[src/rtl/matrix_pkg.sv]
// Shared types and helpers for the LED matrix scan driver.
//   MATRIX_ROWS / MATRIX_COLS : matrix geometry (7 rows x 3 columns)
//   scan_state_t              : scan FSM states
//   row_pattern_t             : one column's row pattern (bit i = row i)
//   col_sel_n()               : active-low one-hot column enable for a column index
//   next_col()                : column index successor, 0 -> 1 -> 2 -> 0
package matrix_pkg;

    localparam int unsigned MATRIX_ROWS = 7;
    localparam int unsigned MATRIX_COLS = 3;
    localparam int unsigned IDX_W       = 2;

    typedef enum logic [1:0] {
        IDLE  = 2'd0,
        SHOW  = 2'd1,
        BLANK = 2'd2
    } scan_state_t;

    typedef logic [MATRIX_ROWS-1:0] row_pattern_t;

    localparam logic [MATRIX_COLS-1:0] COLS_OFF = '1;

    // Active-low one-hot enable for column idx.
    function automatic logic [MATRIX_COLS-1:0] col_sel_n(input logic [IDX_W-1:0] idx);
        return ~(MATRIX_COLS'(1) << idx);
    endfunction

    // Next column in scan order, wrapping after the last column.
    function automatic logic [IDX_W-1:0] next_col(input logic [IDX_W-1:0] idx);
        return (idx == IDX_W'(MATRIX_COLS - 1)) ? '0 : idx + IDX_W'(1);
    endfunction

endpackage

[src/rtl/scan_prescaler.sv]
// Modulo-N counter pacing the column scan.
//   clock, reset_n : clock and asynchronous active-low reset
//   clear          : synchronous clear to 0 (wins over run)
//   run            : count enable
//   last           : terminal value; the counter wraps last -> 0, so N = last + 1
//   tc_c           : combinational terminal count (run && count == last)
module scan_prescaler #(
    parameter int unsigned W = 16
) (
    input  logic         clock,
    input  logic         reset_n,
    input  logic         clear,
    input  logic         run,
    input  logic [W-1:0] last,
    output logic         tc_c
);

    logic [W-1:0] count;

    assign tc_c = run && (count == last);

    // Counter register.
    always_ff @(posedge clock or negedge reset_n) begin
        if (!reset_n) begin
            count <= '0;
        end else if (clear) begin
            count <= '0;
        end else if (run) begin
            count <= tc_c ? '0 : count + W'(1);
        end
    end

endmodule

[src/rtl/matrix_scan_driver.sv]
// Time-multiplexed scan driver for the 7x3 LED matrix. Lights one column at a
// time with its row pattern; the three column patterns are latched once per
// frame so a frame never mixes data from two input updates.
// Optional build macro: MATRIX_BLANK_EN inserts BLANK_CYCLES dark cycles
// between columns to remove ghosting.
//   clock, reset_n      : clock and asynchronous active-low reset
//   enable              : 1 = scanning, 0 = dark and idle
//   col_2, col_1, col_0 : row patterns for each column
//   rows                : registered active-high row drive
//   column_sel_n        : registered active-low one-hot column enable
//   frame_start         : registered one-cycle pulse when column 0 shows a fresh latch
module matrix_scan_driver
    import matrix_pkg::*;
#(
    parameter int unsigned SCAN_DIV     = 50000,
    parameter int unsigned DIV_W        = 16,
    parameter int unsigned BLANK_CYCLES = 64
) (
    input  logic                   clock,
    input  logic                   reset_n,
    input  logic                   enable,
    input  logic [MATRIX_ROWS-1:0] col_2,
    input  logic [MATRIX_ROWS-1:0] col_1,
    input  logic [MATRIX_ROWS-1:0] col_0,
    output logic [MATRIX_ROWS-1:0] rows,
    output logic [MATRIX_COLS-1:0] column_sel_n,
    output logic                   frame_start
);

`ifdef MATRIX_BLANK_EN
    localparam bit BLANK_EN = 1'b1;
`else
    localparam bit BLANK_EN = 1'b0;
`endif

    localparam logic [DIV_W-1:0] SCAN_LAST  = DIV_W'(SCAN_DIV - 1);
    localparam logic [DIV_W-1:0] BLANK_LAST = DIV_W'(BLANK_CYCLES - 1);

    scan_state_t                    state;
    logic [IDX_W-1:0]               idx;
    row_pattern_t [MATRIX_COLS-1:0] shadow;

    logic             tc_c;
    logic             pre_clear_c;
    logic             pre_run_c;
    logic [DIV_W-1:0] pre_last_c;
    logic [IDX_W-1:0] idx_nxt_c;
    logic             wrap_c;

    // Prescaler held at 0 while idle or disabled; BLANK reuses it with its own length.
    assign pre_clear_c = !enable || (state == IDLE);
    assign pre_run_c   = (state != IDLE);
    assign pre_last_c  = (state == BLANK) ? BLANK_LAST : SCAN_LAST;

    assign idx_nxt_c = next_col(idx);
    assign wrap_c    = (idx_nxt_c == '0);

    scan_prescaler #(
        .W (DIV_W)
    ) u_prescaler (
        .clock   (clock),
        .reset_n (reset_n),
        .clear   (pre_clear_c),
        .run     (pre_run_c),
        .last    (pre_last_c),
        .tc_c    (tc_c)
    );

    // Scan FSM with registered outputs.
    always_ff @(posedge clock or negedge reset_n) begin
        if (!reset_n) begin
            state        <= IDLE;
            idx          <= '0;
            shadow       <= '0;
            rows         <= '0;
            column_sel_n <= COLS_OFF;
            frame_start  <= 1'b0;
        end else if (!enable) begin
            // Abandon the current column immediately; shadow is refreshed on restart.
            state        <= IDLE;
            idx          <= '0;
            rows         <= '0;
            column_sel_n <= COLS_OFF;
            frame_start  <= 1'b0;
        end else begin
            frame_start <= 1'b0;
            case (state)
                IDLE: begin
                    shadow       <= {col_2, col_1, col_0};
                    state        <= SHOW;
                    idx          <= '0;
                    rows         <= col_0;
                    column_sel_n <= col_sel_n(IDX_W'(0));
                    frame_start  <= 1'b1;
                end
                SHOW, BLANK: begin
                    if (tc_c) begin
                        if (BLANK_EN && (state == SHOW)) begin
                            state        <= BLANK;
                            rows         <= '0;
                            column_sel_n <= COLS_OFF;
                        end else begin
                            state        <= SHOW;
                            idx          <= idx_nxt_c;
                            column_sel_n <= col_sel_n(idx_nxt_c);
                            if (wrap_c) begin
                                // New frame: re-latch and show fresh col_0 on the same edge.
                                shadow      <= {col_2, col_1, col_0};
                                rows        <= col_0;
                                frame_start <= 1'b1;
                            end else begin
                                rows <= shadow[idx_nxt_c];
                            end
                        end
                    end
                end
                default: begin
                    state        <= IDLE;
                    rows         <= '0;
                    column_sel_n <= COLS_OFF;
                end
            endcase
        end
    end

endmodule

[config.mk]
export PLATFORM = sky130hd
export DESIGN_NAME = matrix_scan_driver
export DESIGN_NICKNAME = d
export VERILOG_FILES = /design/src/rtl/matrix_pkg.sv /design/src/rtl/scan_prescaler.sv /design/src/rtl/matrix_scan_driver.sv
export SDC_FILE = /design/constraint.sdc
export NUM_CORES = 1
export LEC_CHECK = 0
export CAP_MARGIN = 40
export CORE_MARGIN = 2
export CORE_UTILIZATION = 43
export CTS_CLUSTER_DIAMETER = 60
export CTS_CLUSTER_SIZE = 24
export DETAILED_ROUTE_END_ITERATION = 10
export GPL_ROUTABILITY_DRIVEN = 0
export PLACE_DENSITY_LB_ADDON = 0.2
export SYNTH_ARGS = -nofsm -noshare
export SYNTH_HDL_FRONTEND = slang
export SYNTH_SLANG_ARGS = --single-unit
[constraint.sdc]
create_clock -name clock -period 2.2 [get_ports clock]
set_input_delay 0.44 -clock clock [delete_from_list [all_inputs] [get_ports clock]]
set_output_delay 0.44 -clock clock [all_outputs]
set_load 0.03 [all_outputs]
# Word-level counts from Yosys, hierarchy flattened
# Cells that the tools add are included.
# word_totals
reg_bits	52
inputBits	24
wordCells	60
# classes
addsub	2
magnitude_cmp	1
eq_ne	8
n_shift	1
muxes	27
bitwise	1
reduce_logical	11
# op_table
operator	count
$mux 16	4
$mux 21	2
$pmux 21 s2	1
$mux 7	4
$add 16x1->16 const B	1
$eq 16x16->1	1
$bmux 7 s2	1
$pmux 7 s2	1
$mux 2	5
$pmux 2 s2	2
$mux 3	2
$pmux 3 s2	1
$reduce_bool 2->1	3
$eq 2x2->1 const B	2
$logic_not 2->1	2
$reduce_and 4->1	1
$lt 2x3->1 const B	1
$mux 1	3
$ne 3x1->1 const B	1
$ne 3x2->1 const B	1
$not 3->3	1
$shl 1x2->3 const A	1
$add 2x1->2 const B	1
$eq 2x1->1 const B	1
other kinds (8)	8

# Logic depth before layout (Yosys ltp)
# Gate-level depths: netlist of the first run.
# logic_depth
ltp_word	8
mapped_depth	8

# Modules after synthesis
# From an unflattened synthesis of the first run, not the netlist that was laid out.
# hier_totals
hier_cells	214
hier_area_um2	2317.2
# modules_own_cells
module	instances	cells_per_inst	area_per_inst_um2	seq_area_each_um2
matrix_scan_driver	1	91	1217.4	704.4
scan_prescaler	1	123	1099.8	400.4

# Worst setup path after synthesis of the first run
# No wires, ideal clock.
# synth_timing
path_type	register -> register
from	register u_prescaler.count[0]
to	register shadow[10] (netlist bit)
setup_time_ns	0.125
arrival_time_ns	1.865
path_slack_ns	0.210
stages_incl_launch_ff	8
path_buffers	2
synth_period_minus_slack_ns	1.990
cell_sequence	dfrtp_1 > ha_1 > and3_1 > and4_1 > buf_6 > a41oi_4 > buf_6 > mux2_4
# synth_via
elab_chain_len	4
# synth_rtl
item	line	text
start, declared	scan_prescaler.sv:18	logic [W-1:0] count;
start signal, assigned	scan_prescaler.sv:29	count <= tc_c ? '0 : count + W'(1);
$eq 16x16->1	scan_prescaler.sv:20	assign tc_c = run && (count == last);
$logic_and 1x1->1	scan_prescaler.sv:20	
$ne 2x1->1 (no line)	--	
$reduce_and 4->1 (no line)	--	
end signal, assigned	matrix_scan_driver.sv:89	shadow <= {col_2, col_1, col_0};
end signal, assigned	matrix_scan_driver.sv:108	shadow <= {col_2, col_1, col_0};
end, declared	matrix_scan_driver.sv:41	row_pattern_t [MATRIX_COLS-1:0] shadow;
# No other way between the ends.
# A chain may end at the register's enable or synchronous reset.

# Worst setup path after layout of the first run
# layout_timing
from	register u_prescaler.count[0]
to	register shadow[15] (netlist bit)
# Same word-level chain as after synthesis.

==> results.sh, run 1 <==
export IMPL_grt_pass1_vias=1444
export IMPL_net_count_final=247
export IMPL_place_area_um2=2580
export IMPL_internal_power_w=0.00134
export IMPL_clkSlewWorstSetupHoldPaths_ns=0.08
export IMPL_crit_path_leading_delay_family="simple AND/OR/NAND/NOR gates"
export IMPL_setup_worst_path_end_class="flip-flop"
export IMPL_die_height_um=75.2
export IMPL_numClockSinks=44
export IMPL_placement_io_buffers=34
export IMPL_power_static_leakage_nw=1.14
export IMPL_maximum_number_of_pins_on_one_net_before_global_route_repair=45
export IMPL_clock_skew_ns=0.0111
export IMPL_number_of_flops_mapped_to_enable_cells_by_yosys=0
export IMPL_min_period_over_period=0.914
export IMPL_proportion_of_layout_cells_with_a_drive_suffix_above_1=0.161
export IMPL_worst_ep_arrival_time_ns=2.19
export IMPL_worst_hold_path_type="in2async"
export IMPL_dr_total_vias=1505
export IMPL_critPathKind="reg2reg"
export IMPL_setup_slack_ns=0.189
export IMPL_fmax_ghz=0.497
export IMPL_tritoncts="yes"
export IMPL_timing_critical_path_cells="ha_1 > and3_1 > and4_1 > a41oi_4 > buf_12 > mux2_2"
export IMPL_post_route_cell_area_um2=2690
export IMPL_grt_first_pass_wirelength_mm=6.95
export IMPL_grt_antenna_before_repair=0
export IMPL_worst_endpoint_required_ns=2.38
export IMPL_ys_warn_count=0
export IMPL_netlist_instances=190
export IMPL_routed_wire_length_per_instance_um=14.4
export IMPL_detailed_place_hpwl_mm=2.95
export IMPL_clock_tree_root_cell="clkbuf_8"
export IMPL_viasPerCell=5.19
export IMPL_power_switching_share=0.235
export IMPL_overflow=0
export IMPL_yosysTopAreaCell="dfrtp_1"
export IMPL_minimum_clock_period_after_layout_ns=2.01
export IMPL_start_util=0.453
export IMPL_cap_violations=0
export IMPL_cts_setup_buffers=0
export IMPL_worst_slew_pin_transition_ns=0.488
export IMPL_antenna_diode_count=0
export IMPL_report_final_slew_viol_count=0
export IMPL_setup_viol=0
export IMPL_p_clk_frac=0.347
export IMPL_cpMaxStageDelayCell="dfrtp_1"
export IMPL_syn_mean_instance_area_um2=11.5
export IMPL_ys_async_sr_fraction=1.00
export IMPL_clk_latency_ns=0.30
export IMPL_postRouteWirelength_mm=4.18
export IMPL_outcome="finished, final reports clean"
export IMPL_power_w=0.00176
export IMPL_cts_root_to_sink_buffers=2
export IMPL_critical_path_n_buffers_inverters=1
export IMPL_clock_buffer_count_from_cts=5
export IMPL_die_width_um=75.2
export IMPL_yosys_top_cells_area="dfrtp_1 (47%), mux2_4 (8.3%), mux2i_1 (6.4%)"
export IMPL_power_switching_w=0.000414
export IMPL_ffs_latches_synth=44
export IMPL_cts_hold_buffers_added=0
export IMPL_drt_pass1_iter_count=4
export IMPL_synthFlopType="dfrtp_1"
export IMPL_cpPeakStageDelay_ns=0.41
export IMPL_area_growth_synth_to_final_pct=23.1
export IMPL_htreeDepth=2
export IMPL_synth_cell_area_um2=2180
export IMPL_vdd_ir_drop_max_v=0.000426
export IMPL_pwr_density_cell_nw_per_um2=655
export IMPL_num_rows=25
export IMPL_share_of_the_synthesized_area_in_the_top_cell_type=0.470
export IMPL_final_setup_tns_ns=0
export IMPL_unrepaired_setup_endpoints_after_global_routing="no"
export IMPL_synth_seq_area_share=0.506
export IMPL_antenna_violating_nets_post_route=0
export IMPL_slew_limit_headroom=0.675
export IMPL_die_area_um2=5660
export IMPL_cts_resized_gates=0
export IMPL_io_pins=35
export IMPL_iter_0_drt_violations=127
export IMPL_crit_path_max_fanout=15
export IMPL_pwr_share_seq=0.507
export IMPL_synth_distinct_cells=38
export IMPL_grt_total_usage=0.165
export IMPL_critPathLaunchType="flip-flop"
export IMPL_mappedNetlistNets=215
export IMPL_report_final_hold_viol_count=0
export IMPL_combPwrFrac=0.146
export IMPL_dp_slack_ns=0.184
export IMPL_design_core_area_um2=4820
export IMPL_detail_route_drc_violations=0
state kept, by name (all words and copies together) (netlist names):
register,flops
column_sel_n,3
frame_start,1
idx,2
rows,7
shadow,14
state,1
u_prescaler.count,16
area by class of cell:
class                   count  area [um2]
fillers                   430        2130
inverters                   3        11.3
well taps                  67        83.8
repair buffers             40         405
clock buffers               6        72.6
clock inverters             2        35.0
multi-input cells         128         972
flip-flops and latches     44        1100
cells by family after synthesis:
| kind of cell | Yosys count | synth area share |
|---|---|---|
| xor gates and xnor gates | 12 | 0.0482 |
| AOI/OAI and AO/OA | 23 | 0.0803 |
| and+or+nand+nor | 64 | 0.154 |
| muxes | 28 | 0.157 |
| buffers and inverters | 18 | 0.0482 |
| adders and majority gates | 1 | 0.00573 |
| DFF | 44 | 0.506 |
synth_stat cells (3+ instances only):
| cell | n |
|---|---|
| a21oi_1 | 5 |
| buf_6 | 4 |
| and3_1 | 4 |
| xnor2_1 | 5 |
| clkbuf_1 | 5 |
| buf_2 | 5 |
| inv_1 | 3 |
| mux2i_1 | 14 |
| dfstp_2 | 3 |
| nor2_1 | 15 |
| o21ai_0 | 3 |
| xor2_1 | 7 |
| nand4_1 | 5 |
| nand3_1 | 8 |
| dfrtp_1 | 41 |
| mux2_4 | 12 |
| o211ai_1 | 7 |
| o21a_1 | 3 |
| nand2_1 | 17 |
power by group through the flow:
stage / registers (W) / clock network [W] / logic, W
6_report: 0.000892 / 0.000609 / 0.000257
3_5_place_dp: 0.000908 / 0 / 0.000260
4_1_cts: 0.000892 / 0.000622 / 0.000262
3_3_place_gp: 0.000905 / 0 / 0.000253
5_1_grt: 0.000899 / 0.000667 / 0.000279
2_1_floorplan: 0.000927 / 0 / 0.000125
path summary, 6_finish.rpt:
check                                     start                    to  slack [ns]  cells past startpoint
max in group asynchronous               reset_n       column_sel_n[0]        1.82                      2
setup reg to reg           u_prescaler.count[0]            shadow[15]        0.19                      6
hold reg to reg            u_prescaler.count[0]  u_prescaler.count[0]        0.50                      1
setup / recovery           u_prescaler.count[0]            shadow[15]        0.19                      6
min in group clock         u_prescaler.count[0]  u_prescaler.count[0]        0.50                      1
hold / removal                          reset_n  u_prescaler.count[9]        0.11                      2
metal layers:
| metal | GRT usage | routed length, um | part of all wire | vias up |
|---|---|---|---|---|
| met5 | 0 | 0 | 0 | - |
| met4 | 0.0468 | 51 | 0.012 | 0 |
| met3 | 0.0589 | 166 | 0.040 | 6 |
| met2 | 0.232 | 1980 | 0.47 | 43 |
| met1 | 0.240 | 1990 | 0.48 | 727 |
| li1 | - | - | - | 729 |
cell usage in the layout, fill, tap and decap left out, types with 7 or more instances in the layout:
| master | Yosys | routed |
|---|---|---|
| mux2_4 | 12 | 12 |
| dfrtp_1 | 41 | 41 |
| o211ai_1 | 7 | 7 |
| clkdlybuf4s50_1 | 0 | 33 |
| xor2_1 | 7 | 7 |
| mux2i_1 | 14 | 14 |
| nand2_1 | 17 | 17 |
| nand3_1 | 8 | 8 |
| nor2_1 | 15 | 15 |
through the flow:
step | cells | utilization | hold WS [ns]
finish | 290 | 0.557 | 0.106
global route | 290 | 0.557 | 0.116
CTS | 290 | 0.557 | 0.114
detailed placement | 282 | 0.535 | 0.438
global placement | 282 | 0.535 | 0.429
floorplan | 190 | - | 0.144
(Power assumes the default switching activity.)
==> inputs of run 2 (changes only) <==
--- a/config.mk
+++ b/config.mk
@@ -6,8 +6,7 @@
 export NUM_CORES = 1
 export LEC_CHECK = 0
 export CAP_MARGIN = 40
-export CORE_MARGIN = 2
-export CORE_UTILIZATION = 43
+export CORE_UTILIZATION = 45
 export CTS_CLUSTER_DIAMETER = 60
 export CTS_CLUSTER_SIZE = 24
 export DETAILED_ROUTE_END_ITERATION = 10
@@ -16,3 +15,4 @@
 export SYNTH_ARGS = -nofsm -noshare
 export SYNTH_HDL_FRONTEND = slang
 export SYNTH_SLANG_ARGS = --single-unit
+export TNS_END_PERCENT = 20
==> run 2 against run 1 <==
  * Clock skew shrank 0.0067 ns
  * Setup slack lost 0.086 ns
  * Core utilization is 3.2 points higher
  * Largest cell class unchanged
  * Highest routed layer unchanged
==> results.sh, run 2 (same netlist as run 1, synthesis figures left out) <==
export IMPL_maximum_number_of_pins_on_one_net_before_global_route_repair=22
export IMPL_r2r_end="shadow[15]"
export IMPL_power_switching_share=0.236
export IMPL_antenna_diode_count=0
export IMPL_design_core_area_um2=4500
export IMPL_setup_worst_path_end_class="flip-flop"
export IMPL_cap_violations=0
export IMPL_detail_route_drc_violations=0
export IMPL_num_rows=24
export IMPL_pwr_share_seq=0.509
export IMPL_htreeDepth=2
export IMPL_routed_wire_length_per_instance_um=15.2
export IMPL_critPathLaunchType="flip-flop"
export IMPL_iter_0_drt_violations=84
export IMPL_outcome="finished, final reports clean"
export IMPL_die_width_um=71.6
export IMPL_layout_core_utilization=0.589
export IMPL_setup_viol=0
export IMPL_fmax_ghz=0.477
export IMPL_numClockSinks=44
export IMPL_unrepaired_setup_endpoints_after_global_routing="no"
export IMPL_crit_start="u_prescaler.count[0]"
export IMPL_io_pins=35
export IMPL_viasPerCell=5.42
export IMPL_vdd_ir_drop_max_v=0.000414
export IMPL_postRouteWirelength_mm=4.17
export IMPL_layout_cells_most_common="dfrtp_1"
export IMPL_grt_antenna_before_repair=0
export IMPL_min_period_over_period=0.953
export IMPL_worst_r2r_startpoint="u_prescaler.count[0]"
export IMPL_final_setup_tns_ns=0
export IMPL_clkSlewWorstSetupHoldPaths_ns=0.08
export IMPL_detailed_place_hpwl_mm=2.98
export IMPL_dr_total_vias=1490
export IMPL_cpPeakStageDelay_ns=0.42
export IMPL_number_of_flip_flops_in_the_largest_register=16
export IMPL_clock_skew_ns=0.00440
export IMPL_sum_of_met3_wire_segment_lengths_after_detailed_routing_um=175
export IMPL_crit_path_max_fanout=16
export IMPL_overflow=0
export IMPL_timing_critical_path_cells="ha_1 > and3_1 > and4_2 > a41oi_4 > buf_12 > mux2_2"
export IMPL_route_layer_met1_wl_mm=2.01
export IMPL_worst_r2r_cell_count=6
export IMPL_clock_buffer_count_from_cts=5
export IMPL_die_height_um=71.6
export IMPL_critPathKind="reg2reg"
export IMPL_route_top_layer_used="met4"
export IMPL_tritoncts="yes"
export IMPL_cts_root_to_sink_buffers=2
export IMPL_proportion_of_layout_cells_with_a_drive_suffix_above_1=0.166
export IMPL_reg_largest_list="u_prescaler.count (16), shadow (14), rows (7)"
export IMPL_clock_tree_root_cell="clkbuf_8"
export IMPL_antenna_violating_nets_post_route=0
export IMPL_met2WireLength_mm=1.96
export IMPL_area_growth_synth_to_final_pct=21.7
export IMPL_power_static_leakage_nw=1.14
export IMPL_cpMaxStageDelayCell="dfrtp_1"
export IMPL_timing_reg2reg_setup_slack_ns=0.10
export IMPL_net_count_final=247
export IMPL_power_switching_w=0.000415
export IMPL_start_util=0.484
export IMPL_worst_ep_arrival_time_ns=2.28
export IMPL_placement_io_buffers=34
export IMPL_worst_endpoint_required_ns=2.38
export IMPL_grt_first_pass_wirelength_mm=7.18
export IMPL_clk_latency_ns=0.29
export IMPL_pwr_density_cell_nw_per_um2=662
export IMPL_slew_limit_headroom=0.688
export IMPL_worst_hold_path_type="in2async"
export IMPL_internal_power_w=0.00134
export IMPL_report_final_hold_viol_count=0
export IMPL_drt_pass1_iter_count=4
export IMPL_minimum_clock_period_after_layout_ns=2.10
export IMPL_grt_pass1_vias=1471
export IMPL_report_final_slew_viol_count=0
export IMPL_combPwrFrac=0.144
export IMPL_p_clk_frac=0.347
export IMPL_worst_slew_pin_transition_ns=0.468
export IMPL_regMostFlops="u_prescaler.count"
export IMPL_cts_hold_buffers_added=0
export IMPL_most_common_layout_cells="dfrtp_1 (41), clkdlybuf4s50_1 (33), nand2_1 (17), nor2_1 (15), mux2i_1 (14)"
export IMPL_die_area_um2=5130
export IMPL_grt_total_usage=0.181
-- run 2: cell count changes in the layout (fill, tap and decap cells not counted) --
cell / delta
and4_2: +1
and4_1: -1
buf_4: +1
buf_12: -1
-- run 2: layout make-up --
cell class | count | area, um2
multi-input combinational | 128 | 973
tap | 52 | 65.1
sequential | 44 | 1100
timing repair buffer | 40 | 393
clock inverter | 2 | 35.0
inverter | 3 | 11.3
clock buffer | 6 | 72.6
fill | 373 | 1850
-- run 2: worst max path at each step --
stage / to
2_1_floorplan: shadow[10]
3_3_place_gp: shadow[15]
3_5_place_dp: shadow[15]
4_1_cts: shadow[15]
5_1_grt: shadow[15]
6_report: shadow[15]
-- run 2: worst max-delay path: cells and delay by family (launching register included) --
family                     cells  cell delay (ns)
DFF                            1             0.42
adders and majority gates      1             0.26
and+or+nand+nor                2             0.51
buffers and inverters          1             0.20
muxes                          1             0.35
AOI/OAI and AO/OA              1             0.25
-- run 2: layer usage --
metal / vias to the layer above / global-route usage
li1: 729 / -
met1: 711 / 0.263
met2: 46 / 0.271
met3: 4 / 0.0478
met4: 0 / 0.0458
met5: - / 0
-- run 2: repair_timing --
| item | in CTS | in global routing |
|---|---|---|
| setup endpoints to repair | 0 | 5 |
| endpoints found under the hold margin | 0 | 0 |
| buffers inserted | 0 | 0 |
| gates resized for setup | 0 | 1 |
-- run 2: through the flow --
stage | area, um2 | total power, W | std cells | worst slack, ns | hold slack (ns)
6_report | 2660 | 0.00176 | 275 | 0.103 | 0.0854
3_5_place_dp | 2550 | 0.00117 | 267 | 0.110 | 0.419
4_1_cts | 2650 | 0.00177 | 275 | 0.0805 | 0.0978
5_1_grt | 2660 | 0.00183 | 275 | 0.0169 | 0.109
3_3_place_gp | 2550 | 0.00116 | 267 | 0.152 | 0.410
2_1_floorplan | 2180 | 0.00105 | 190 | 0.210 | 0.144
-- run 2: power by group through the flow --
stage | clock network, W | registers, W | logic [W]
2_1_floorplan | 0 | 0.000927 | 0.000125
3_3_place_gp | 0 | 0.000906 | 0.000249
3_5_place_dp | 0 | 0.000910 | 0.000256
4_1_cts | 0.000619 | 0.000895 | 0.000257
5_1_grt | 0.000656 | 0.000900 | 0.000275
6_report | 0.000610 | 0.000894 | 0.000254
